<file path="config.mk">
export PLATFORM = sky130hd
export DESIGN_NAME = bp_lce_req_queued
export DESIGN_NICKNAME = d
export VERILOG_FILES = /design/src/rtl/bp_lce_req_queued.sv
export SDC_FILE = /design/constraint.sdc
export NUM_CORES = 1
export LEC_CHECK = 0
export CORE_MARGIN = 2
export CORE_UTILIZATION = 40
export CTS_BUF_LIST = sky130_fd_sc_hd__clkbuf_16
export CTS_CLUSTER_SIZE = 16
export DETAILED_ROUTE_END_ITERATION = 8
export GPL_TIMING_DRIVEN = 1
export PLACE_DENSITY_LB_ADDON = 0.2
export SYNTH_ARGS = -nofsm -noshare
export SYNTH_HDL_FRONTEND = slang
export SYNTH_SLANG_ARGS = --single-unit
</file>
<file path="constraint.sdc">
create_clock -name clk_i -period 9.25 [get_ports clk_i]
set_clock_uncertainty 0.1 [all_clocks]
set_input_delay 1.3875 -clock clk_i [delete_from_list [all_inputs] [get_ports clk_i]]
set_output_delay 1.3875 -clock clk_i [all_outputs]
set_load 0.005 [all_outputs]
</file>
<file path="src/rtl/bp_lce_req_queued.sv">
// Buffered LCE request issuer: in-order request queue, credit-gated issue onto the coherence network.
// Optional BP_LCE_REQ_QUEUED_STATS_EN adds stat_issued_o / stat_stall_o counters.

package bp_lce_req_queued_pkg;
  localparam int unsigned paddr_width_gp  = 40;
  localparam int unsigned dword_width_gp  = 64;
  localparam int unsigned lce_id_width_gp = 4;
  localparam int unsigned cce_id_width_gp = 4;
  localparam int unsigned way_id_width_gp = 4;

  localparam logic [3:0] e_miss_load  = 4'd0;
  localparam logic [3:0] e_miss_store = 4'd1;
  localparam logic [3:0] e_uc_load    = 4'd2;
  localparam logic [3:0] e_uc_store   = 4'd3;

  localparam logic [2:0] e_lce_req_type_rd    = 3'd0;
  localparam logic [2:0] e_lce_req_type_wr    = 3'd1;
  localparam logic [2:0] e_lce_req_type_uc_rd = 3'd2;
  localparam logic [2:0] e_lce_req_type_uc_wr = 3'd3;

  typedef struct packed {
    logic [dword_width_gp-1:0] data;
    logic [2:0]                size;
    logic [paddr_width_gp-1:0] addr;
    logic [3:0]                msg_type;
  } cache_req_s;

  typedef struct packed {
    logic [way_id_width_gp-1:0] repl_way;
  } cache_req_metadata_s;

  typedef struct packed {
    cache_req_s          req;
    cache_req_metadata_s meta;
    logic                meta_v;
  } entry_s;

  typedef struct packed {
    logic [dword_width_gp-1:0]  data;
    logic                       non_excl;
    logic [way_id_width_gp-1:0] lru_way_id;
    logic [cce_id_width_gp-1:0] dst_id;
    logic [lce_id_width_gp-1:0] src_id;
    logic [2:0]                 size;
    logic [paddr_width_gp-1:0]  addr;
    logic [2:0]                 msg_type;
  } lce_req_msg_s;
endpackage

module bp_lce_req_queued
  import bp_lce_req_queued_pkg::*;
#(
  parameter int unsigned assoc_p          = 8,
  parameter int unsigned sets_p           = 64,
  parameter int unsigned block_width_p    = 512,
  parameter int unsigned fill_width_p     = block_width_p,
  parameter int unsigned req_els_p        = 4,
  parameter int unsigned credits_p        = 4,
  parameter bit          non_excl_reads_p = 1'b0
) (
  input  logic                       clk_i,
  input  logic                       reset_i,
`ifdef BP_LCE_REQ_QUEUED_STATS_EN
  output logic [31:0]                stat_issued_o,
  output logic [31:0]                stat_stall_o,
`endif
  input  logic [lce_id_width_gp-1:0] lce_id_i,
  output logic                       ready_o,
  input  cache_req_s                 cache_req_i,
  input  logic                       cache_req_v_i,
  input  cache_req_metadata_s        cache_req_metadata_i,
  input  logic                       cache_req_metadata_v_i,
  input  logic                       cache_req_complete_i,
  input  logic                       uc_store_req_complete_i,
  output logic                       credits_full_o,
  output logic                       credits_empty_o,
  output lce_req_msg_s               lce_req_o,
  output logic                       lce_req_v_o,
  input  logic                       lce_req_ready_i
);

  localparam int unsigned ptr_width_lp    = $clog2(req_els_p);
  localparam int unsigned cnt_width_lp    = $clog2(req_els_p + 1);
  localparam int unsigned credit_width_lp = $clog2(credits_p + 1);
  localparam int unsigned credit_ext_lp   = credit_width_lp + 1;
  localparam int unsigned block_offset_lp = $clog2(block_width_p / 8);
  localparam logic [2:0]  block_size_lp   = 3'(block_offset_lp);

  if (assoc_p < 2 || assoc_p > (1 << way_id_width_gp) || sets_p < 1 || fill_width_p < 64
      || block_width_p < 64 || block_width_p > 1024 || req_els_p < 2 || credits_p < 1) begin : g_cfg_error
    $error("bp_lce_req_queued: unsupported configuration");
  end

  typedef enum logic {e_reset, e_run} state_e;

  state_e                     state_r;
  entry_s                     mem [req_els_p];
  entry_s                     head;
  lce_req_msg_s               msg;
  logic [ptr_width_lp-1:0]    rptr_r, wptr_r, last_ptr_r, meta_ptr;
  logic [cnt_width_lp-1:0]    cnt_r;
  logic [credit_width_lp-1:0] credit_r;
  logic [credit_ext_lp-1:0]   credit_up, credit_next;
  logic [1:0]                 credit_dn;
  logic                       running, full, head_v, enq, issue;

  function automatic logic [ptr_width_lp-1:0] ptr_inc(input logic [ptr_width_lp-1:0] p);
    return (p == ptr_width_lp'(req_els_p - 1)) ? '0 : p + ptr_width_lp'(1);
  endfunction

  // Queue status, issue decision and credit arithmetic.
  always_comb begin
    running         = (state_r == e_run);
    full            = (cnt_r == cnt_width_lp'(req_els_p));
    head_v          = (cnt_r != '0);
    head            = mem[rptr_r];
    ready_o         = running & ~full;
    enq             = cache_req_v_i & ready_o & (cache_req_i.msg_type[3:2] == 2'b00);
    issue           = running & head_v & head.meta_v
                    & (credit_r < credit_width_lp'(credits_p)) & lce_req_ready_i;
    lce_req_v_o     = issue;
    meta_ptr        = enq ? wptr_r : last_ptr_r;
    credit_up       = credit_ext_lp'(credit_r) + credit_ext_lp'(issue);
    credit_dn       = 2'(cache_req_complete_i) + 2'(uc_store_req_complete_i);
    credit_next     = (credit_ext_lp'(credit_dn) > credit_up) ? '0
                    : credit_up - credit_ext_lp'(credit_dn);
    credits_full_o  = (credit_r == credit_width_lp'(credits_p));
    credits_empty_o = (credit_r == '0);
  end

  // Head entry to BedRock request; dst CCE is the address bits just above the block offset.
  always_comb begin
    msg        = '0;
    msg.addr   = head.req.addr;
    msg.src_id = lce_id_i;
    msg.dst_id = head.req.addr[block_offset_lp +: cce_id_width_gp];
    case (head.req.msg_type)
      e_miss_load: begin
        msg.msg_type   = e_lce_req_type_rd;
        msg.size       = block_size_lp;
        msg.lru_way_id = head.meta.repl_way;
        msg.non_excl   = non_excl_reads_p;
      end
      e_miss_store: begin
        msg.msg_type   = e_lce_req_type_wr;
        msg.size       = block_size_lp;
        msg.lru_way_id = head.meta.repl_way;
      end
      e_uc_load: begin
        msg.msg_type = e_lce_req_type_uc_rd;
        msg.size     = head.req.size;
      end
      e_uc_store: begin
        msg.msg_type = e_lce_req_type_uc_wr;
        msg.size     = head.req.size;
        msg.data     = head.req.data;
      end
      default: ;
    endcase
    lce_req_o = msg;
  end

  always_ff @(posedge clk_i) begin
    if (reset_i) begin
      state_r    <= e_reset;
      rptr_r     <= '0;
      wptr_r     <= '0;
      last_ptr_r <= '0;
      cnt_r      <= '0;
      credit_r   <= '0;
    end else begin
      state_r <= e_run;
      if (enq) begin
        wptr_r     <= ptr_inc(wptr_r);
        last_ptr_r <= wptr_r;
      end
      if (issue) rptr_r <= ptr_inc(rptr_r);
      cnt_r    <= cnt_r + cnt_width_lp'(enq) - cnt_width_lp'(issue);
      credit_r <= credit_width_lp'(credit_next);
    end
  end

  // Entry storage; metadata written after the enqueue so it wins for a same-cycle pair.
  always_ff @(posedge clk_i) begin
    if (~reset_i) begin
      if (enq) begin
        mem[wptr_r].req    <= cache_req_i;
        mem[wptr_r].meta   <= '0;
        mem[wptr_r].meta_v <= cache_req_i.msg_type[1];
      end
      if (cache_req_metadata_v_i) begin
        mem[meta_ptr].meta   <= cache_req_metadata_i;
        mem[meta_ptr].meta_v <= 1'b1;
      end
    end
  end

  always_ff @(posedge clk_i) begin
    if (~reset_i) begin
      a_credit_underflow: assert (credit_ext_lp'(credit_dn) <= credit_up)
        else $error("bp_lce_req_queued: credit return with no outstanding request");
    end
  end

`ifdef BP_LCE_REQ_QUEUED_STATS_EN
  always_ff @(posedge clk_i) begin
    if (reset_i) begin
      stat_issued_o <= '0;
      stat_stall_o  <= '0;
    end else begin
      if (issue) stat_issued_o <= stat_issued_o + 32'd1;
      if (running & head_v & ~issue) stat_stall_o <= stat_stall_o + 32'd1;
    end
  end
`endif

endmodule
</file>
==> results.toml, run 1 <==
[worst_setup_path]
start_kind = "register"
slowest_stage = "buf_4"
required_ps = 7760
critical-path-max-stage-delay_ps = 830
reg2reg_slack_ps = 4950
cp_max_fo = 46
crit_path_frequent_cell = "buf_4"
crit_chain = "buf_4 -> buf_4 -> mux4_2 -> nor2b_1 -> clkdlybuf4s50_1"
cp.arrival_ps = 4400
crit_type = "register to output pin"
worst-path-buf-inv = 3
critPathTopFamily = "buffers and inverters"
endpoint_kind = "output pin"

[cells_and_area]
fin_nets = 1245
final_cells = 1741
drive_gt1_share_pct = 18.2
area_growth_pct = 24.6
final_cell_mix = "460 x edfxtp_1, 242 x clkdlybuf4s50_1, 115 x mux4_2, 73 x nor2b_1, 53 x clkbuf_16"
final_common_cell = "edfxtp_1"
postLayoutCellArea_sq_um = 23000
final_core_util_pct = 50.6
n_antenna_cell = 0

[routing]
drtIter0Drc = 656
ant_nets = 0
wl_mm = 38.2
wl_met2_mm = 18.6
met3_length_mm = 1.92
top_layer = "met5"
post_drt_wl_per_cell_microns = 21.9
viasPerCell = 5.07
drc = 0
vias = 8831
wl_met1_mm = 16.8
dr.pass1.iters = 5

[global_route]
grt_max_degree = 65
grt_pass1_wl_mm = 56.4
grt.total_usage_pct = 16.0
antenna_found_initial = 3
grt_pass1_vias = 9193
grt_overflow_total = 0

[cts]
cts_hold_buf = 0
cts_resized = 0
tritoncts = "yes"
cts_buffers = 50
clock_latency_ps = 580
cts_sinks = 479
cts_root_buf = "clkbuf_16"
cts_buffer_depth = 3
htree_num_levels = 2
path_clk_slew_ps = 60
cts_setup_buffers = 0

[place]
dp_slack_ps = 3720
place_inst = 1651
numPortBuffers = 242
gp_congestion = 0.773
dp_hpwl_mm = 23.0
placed_area_sq_um = 21400

[floorplanning]
io_pins = 253
die_w_microns = 219
std_cell_rows = 78
initial_core_util_pct = 40.6
die_area_sq_um = 47900
fp.dieH_microns = 219
core_area_sq_um = 45500

[sta]
hold_viol = 0
fmax_mhz = 170
final_max_slew_viol_count = 0
fin_ws_ps = 3360
holdWs_ps = 452
min_period_over_period_pct = 63.6
maxSlewHeadroom_pct = 33.6
rsz0062_at_grt = "false"
finalSetupTns_ps = 0
tightest_slew_ps = 996
setup_viol = 0
fin_crit_ps = 5890

[power]
power_density_nw_per_um2 = 208
peakVddDrop_uv = 113
leakage_nw = 7.27
total_power_mw = 4.80

[flow_run]
cap_violations = 0

[logic_synthesis]
syn_area_sq_um = 18500
synthCells = 847
synthArstFlopShare_pct = 0
synth-edff-count = 460
synth_ff_type = "edfxtp_1"
synth_cell_type_count = 41
syn_area_per_cell_sq_um = 21.8
ys_seq_area_share_pct = 76.8
synth_seq_cells = 479
synth_warnings = 0

[run_status]
outcome = "finished clean"

[hold_path]
min_path_type = "register to register"
[kinds of logic (layout without fill, tap and decap cells)]
logic type                 after synthesis  after routing  synth area share [%]
AOI/OAI and AO/OA                       31             31                  1.23
and+or+nand+nor                        137            137                  4.50
buffers and inverters                   63            356                  1.98
adders and majority gates               16             16                  1.17
other                                    1              2                0.0203
DFF                                    479            479                  76.8
xor gates and xnor gates                 4              4                 0.190
muxes                                  116            116                  14.1
[cell usage after synthesis, types with 2 or more instances]
master | number | area (sq um)
a21boi_0 | 2 | 15.0
nor3_1 | 3 | 15.0
nand4_1 | 4 | 25.0
inv_1 | 17 | 63.8
a41oi_1 | 4 | 35.0
a21o_1 | 4 | 30.0
buf_6 | 3 | 33.8
or3_1 | 2 | 12.5
a311o_1 | 4 | 40.0
clkbuf_1 | 3 | 11.3
dfxtp_1 | 19 | 380
nor2_1 | 14 | 52.6
fa_1 | 2 | 40.0
o21ai_0 | 5 | 25.0
nand2_1 | 6 | 22.5
nor3b_1 | 2 | 15.0
a21oi_1 | 6 | 30.0
mux4_2 | 115 | 2590
buf_4 | 23 | 173
nor2b_1 | 73 | 457
xnor2_1 | 3 | 26.3
and2_1 | 24 | 150
ha_1 | 14 | 175
edfxtp_1 | 460 | 13800
buf_2 | 16 | 80.1
a21oi_2 | 4 | 35.0
[worst paths after layout]
kind,start,endpoint,cells after the start
max,register,lce_req_o[113],5
max reg2reg,register,credit_r[2]$_SDFF_PP0_,11
min,wptr_r[0]$_SDFFE_PP0P_,wptr_r[0]$_SDFFE_PP0P_,2
min reg2reg,wptr_r[0]$_SDFFE_PP0P_,wptr_r[0]$_SDFFE_PP0P_,2
[worst min-delay path, cell delays in order, from the launching register on]
cell	delay, ps
dfxtp_1	370
nand2_1	80
a21oi_1	60
[layout make-up]
cell class,count,area [sq um]
multi-input combinational,306,3930
clock inverter,37,274
inverter,17,63.8
clock buffer,53,1330
fill,3719,22500
timing repair buffer,249,2470
tap,600,751
sequential,479,14200
[where the power goes]
part,internal [mW],switching [mW]
sequential,2.40,0.0301
clock,1.14,0.792
combinational,0.262,0.176
[layer usage]
metal / track usage [%] / up-vias
met4: 5.25 / 6
met5: 0 / -
met1: 21.9 / 4580
li1: - / 3948
met2: 25.8 / 236
met3: 3.20 / 61
[registers in the layout, indices dropped and copies added (netlist names), named ones only]
name        count
rptr_r          2
mem           464
credit_r        3
last_ptr_r      2
running         1
wptr_r          2
cnt_r           3
No activity file was read; power rests on OpenSTA's default activity.
==> run 2, diff against run 1 <==
Clock period 9.25 ns to 6.16 ns, I/O delays scaled along.
==> run 2 against run 1 <==
  * Routed wire length down 1.4%
  * Die area unchanged
  * Sequential share of layout area down 0.26 points
  * Sequential cell count unchanged
  * Final cell count up 0.46%
  * Core utilization up 0.21 points
  * Clock power up 49%
  * Non-clock buffer count up 6
  * Critical endpoint is now lce_req_o[120]
  * Largest cell class unchanged
==> results.toml, run 2 (same netlist as run 1, synthesis figures left out) <==
[run_status]
outcome = "finished clean"

[power]
comb_power_share_pct = 9.2
sw_frac_of_total_pct = 20.6
seqPwrFrac_pct = 50.7
p_sw_mw = 1.48
peakVddDrop_uv = 170
power_density_nw_per_um2 = 311
leakage_nw = 7.31
intPower_mw = 5.70
clkPwrFrac_pct = 40.2

[worst_setup_path]
cp.arrival_ps = 3440
cp_max_fo = 64
required_ps = 5140
crit_type = "register to output pin"
start_kind = "register"
endpoint_kind = "output pin"

[sta]
fin_crit_ps = 4460
final_max_slew_viol_count = 0
maxSlewHeadroom_pct = 44.3
fmax_mhz = 224
rsz0062_at_grt = "false"
finalSetupTns_ps = 0
tightest_slew_ps = 835
min_period_over_period_pct = 72.4
setup_viol = 0
hold_viol = 0

[floorplanning]
io_pins = 253
fp.dieH_microns = 219
initial_core_util_pct = 40.6
std_cell_rows = 78
die_w_microns = 219
die_area_sq_um = 47900
core_area_sq_um = 45500

[global_route]
grt_pass1_vias = 9183
grt_pass1_wl_mm = 56.3
grt.total_usage_pct = 15.9
grt_max_degree = 95
grt_overflow_total = 0
antenna_found_initial = 0

[flow_run]
cap_violations = 0

[routing]
vias = 8693
post_drt_wl_per_cell_microns = 21.5
drtIter0Drc = 537
ant_nets = 0
drc = 0
dr.pass1.iters = 4
wl_mm = 37.6
viasPerCell = 4.97

[cts]
cts_resized = 0
cts_buffers = 49
cts_hold_buf = 0
cts_sinks = 479
cts_buffer_depth = 3
cts_root_buf = "clkbuf_16"
path_clk_slew_ps = 50
cts_setup_buffers = 0
clock_latency_ps = 560
htree_num_levels = 2
tritoncts = "yes"

[cells_and_area]
postLayoutCellArea_sq_um = 23100
final_cell_mix = "460 x edfxtp_1, 242 x clkdlybuf4s50_1, 115 x mux4_2, 73 x nor2b_1, 51 x clkbuf_16"
drive_gt1_share_pct = 18.3
area_growth_pct = 25.2
fin_nets = 1250
biggestRegsByFlops = "mem: 464 flops, cnt_r: 3 flops, credit_r: 3 flops"
largest_reg_flops = 464
regMostFlops = "mem"
n_antenna_cell = 0
final_common_cell = "edfxtp_1"

[place]
gp_congestion = 0.743
dp_hpwl_mm = 22.9
numPortBuffers = 242
placed_area_sq_um = 21500

[hold_path]
min_path_type = "register to register"
==> run 2: cell type report <==
cell class / count / area [sq um]
multi-input combinational: 306 / 3930
inverter: 17 / 63.8
timing repair buffer: 255 / 2580
tap: 600 / 751
fill: 3761 / 22400
clock buffer: 51 / 1280
sequential: 479 / 14200
clock inverter: 41 / 313
==> run 2: final timing paths <==
| kind | startpoint | end | slack [ps] | depth (start not counted) |
|---|---|---|---|---|
| setup reg to reg | register | credit_r[2]$_SDFF_PP0_ | 2740 | 10 |
| hold reg to reg | rptr_r[0]$_SDFFE_PP0N_ | register | 400 | 2 |
| setup / recovery | register | lce_req_o[120] | 1700 | 4 |
| hold / removal | rptr_r[0]$_SDFFE_PP0N_ | register | 400 | 2 |
==> run 2: routing by layer <==
| metal | up-vias | share of wire [%] | GRT usage (%) | wire (microns) |
|---|---|---|---|---|
| met5 | - | 0 | 0 | 0 |
| met4 | 0 | 1.4 | 4.39 | 510 |
| met3 | 38 | 4.9 | 3.06 | 1830 |
| met2 | 199 | 50 | 25.9 | 18700 |
| met1 | 4497 | 44 | 22.0 | 16600 |
| li1 | 3959 | - | - | - |
==> run 2: stage by stage <==
step	total power [mW]	util (%)	worst slack, ps	instances	hold slack [ps]
finish	7.18	50.8	1700	1749	397
global route	7.46	50.8	1370	1749	455
CTS	7.27	50.8	1550	1749	392
detailed placement	4.38	47.3	1780	1657	381
global placement	4.38	47.3	1840	1657	379
floorplan	4.09	-	1190	848	363
==> run 2: power groups by stage <==
stage	combinational (mW)	sequential, mW	clock (mW)
floorplan	0.401	3.69	0
global placement	0.673	3.71	0
detailed placement	0.674	3.71	0
CTS	0.677	3.64	2.96
global route	0.722	3.65	3.09
finish	0.658	3.64	2.88
==> run 2: critical path, cell delays in order (launching register included) <==
cell,delay (ps)
dfxtp_4,770
mux4_2,440
nand3_4,630
nor2b_1,460
clkdlybuf4s50_1,570
==> run 3, diff against run 2 <==
Clock period 6.16 ns to 4.13 ns, I/O delays scaled along.
==> run 3 against run 2 <==
  * Setup slack worse by 1300 ps
  * Combinational power increased by 53%
  * Routed wire length increased by 1.5%
  * Critical path depth up 2
  * Clock-buffer cell count did not move
  * Critical endpoint is now lce_req_o[87]
==> results.toml, run 3 (same netlist as run 1, synthesis figures left out) <==
[routing]
dr.pass1.iters = 4
post_drt_wl_per_cell_microns = 21.7
vias = 8873
drtIter0Drc = 543
wl_mm = 38.2
drc = 0
viasPerCell = 5.05
ant_nets = 0

[cells_and_area]
largest_reg_flops = 464
postLayoutCellArea_sq_um = 23200
drive_gt1_share_pct = 18.8
final_cells = 1758
area_growth_pct = 25.5
biggestRegsByFlops = "mem: 464 flops, cnt_r: 3 flops, credit_r: 3 flops"
fin_nets = 1258
final_cell_mix = "460 x edfxtp_1, 242 x clkdlybuf4s50_1, 115 x mux4_2, 73 x nor2b_1, 51 x clkbuf_16"
final_common_cell = "edfxtp_1"
regMostFlops = "mem"

[floorplanning]
core_area_sq_um = 45500
initial_core_util_pct = 40.6
die_area_sq_um = 47900
std_cell_rows = 78
fp.dieH_microns = 219
io_pins = 253
die_w_microns = 219

[place]
gp_congestion = 0.767
placed_area_sq_um = 21700
numPortBuffers = 242
dp_hpwl_mm = 23.4
place_inst = 1663

[worst_setup_path]
crit-reg2reg-capture = "credit_r[2]$_SDFF_PP0_"
critical-path-max-stage-delay_ps = 570
endpoint_kind = "output pin"
worst-path-buf-inv = 2
reg2reg_depth = 10
required_ps = 3410
reg2reg_slack_ps = 1160
start_kind = "register"
slowest_stage = "clkdlybuf4s50_1"
cp_max_fo = 21
critPathTopFamily = "buffers and inverters"
cp.arrival_ps = 2980
crit_type = "register to output pin"
crit_chain = "nor2_1 -> mux4_2 -> nand3_4 -> buf_4 -> nor2b_1 -> clkdlybuf4s50_1"

[hold_path]
worstHoldStart = "rptr_r[0]$_SDFFE_PP0N_"
hold_path_depth = 2
min_path_type = "register to register"

[cts]
cts_hold_buf = 0
clock_latency_ps = 570
htree_num_levels = 2
tritoncts = "yes"
path_clk_slew_ps = 60
cts_resized = 0
cts_buffers = 51
cts_buffer_depth = 3
cts_sinks = 479
cts_root_buf = "clkbuf_16"
cts_setup_buffers = 0

[sta]
tightest_slew_ps = 772
hold_viol = 0
final_max_slew_viol_count = 0
min_period_over_period_pct = 89.5
maxSlewHeadroom_pct = 48.5
fin_crit_ps = 3700
finalSetupTns_ps = 0
setup_viol = 0
rsz0062_at_grt = "false"
fmax_mhz = 270

[run_status]
outcome = "finished clean"

[global_route]
antenna_found_initial = 4
grt_pass1_wl_mm = 57.4
grt_pass1_vias = 9275
grt.total_usage_pct = 16.1
grt_max_degree = 75
grt_overflow_total = 0

[power]
peakVddDrop_uv = 234
leakage_nw = 7.33
power_density_nw_per_um2 = 456

[flow_run]
cap_violations = 0
==> run 3: changes by cell type in the layout (fill, tap and decap cells not counted) <==
cell / previous run / this run
clkinvlp_4: 2 / 4
bufinv_16: 5 / 2
diode_2: 0 / 3
buf_12: 5 / 11
clkinv_4: 1 / 2
inv_1: 31 / 32
clkinv_1: 10 / 8
clkinv_2: 8 / 9
==> run 3: worst max path at each step <==
stage	slack, ps	depth (start not counted)	end	startpoint
after CTS	360	5	lce_req_o[44]	register
final	430	6	lce_req_o[87]	mem[2][7]$_DFFE_PP_
after global routing	240	5	lce_req_o[44]	register
after global placement	850	6	mem[3][99]$_DFFE_PP_	cache_req_i[2]
after detailed placement	810	6	mem[3][99]$_DFFE_PP_	cache_req_i[2]
after floorplan	700	6	mem[3][100]$_DFFE_PP_	cache_req_i[2]
==> run 3: layout make-up <==
type	count	area [sq um]
fill	3732	22300
sequential	479	14200
multi-input combinational	306	3930
timing repair buffer	261	2700
clock buffer	51	1280
tap	600	751
clock inverter	41	248
inverter	17	63.8
antenna	3	7.51
==> run 3: report_power, final <==
group	switching (mW)	internal (mW)	total, mW	leakage [nW]
logic	0.418	0.593	1.01	2.22
clock network	1.79	2.36	4.15	0.798
registers	0.0366	5.37	5.41	4.31
total	2.25	8.33	10.6	7.33
==> run 3: worst register-to-register path, stage by stage (launching register included) <==
cell      delay (ps)
dfxtp_4          420
mux4_2           560
o311ai_1         180
inv_1            180
ha_1             240
ha_1             300
ha_1             290
nor2b_1          120
o21ai_0           80
o21ai_0          300
nor2_1            80
==> run 3: metal layers <==
layer	track usage, %	up-vias	part of all wire, %
met4	4.46	2	2.0
met2	25.5	210	48
met5	0	-	0.034
met3	3.76	53	5.0
li1	-	3984	-
met1	22.4	4624	44
==> run 3: stage by stage <==
stage / util [%] / setup slack, ps / hold slack [ps] / total power, mW
floorplan: - / 704 / 363 / 6.10
global placement: 47.6 / 854 / 401 / 6.54
detailed placement: 47.6 / 810 / 404 / 6.55
CTS: 51.0 / 362 / 421 / 10.7
global route: 51.0 / 236 / 446 / 11.0
finish: 51.0 / 433 / 426 / 10.6
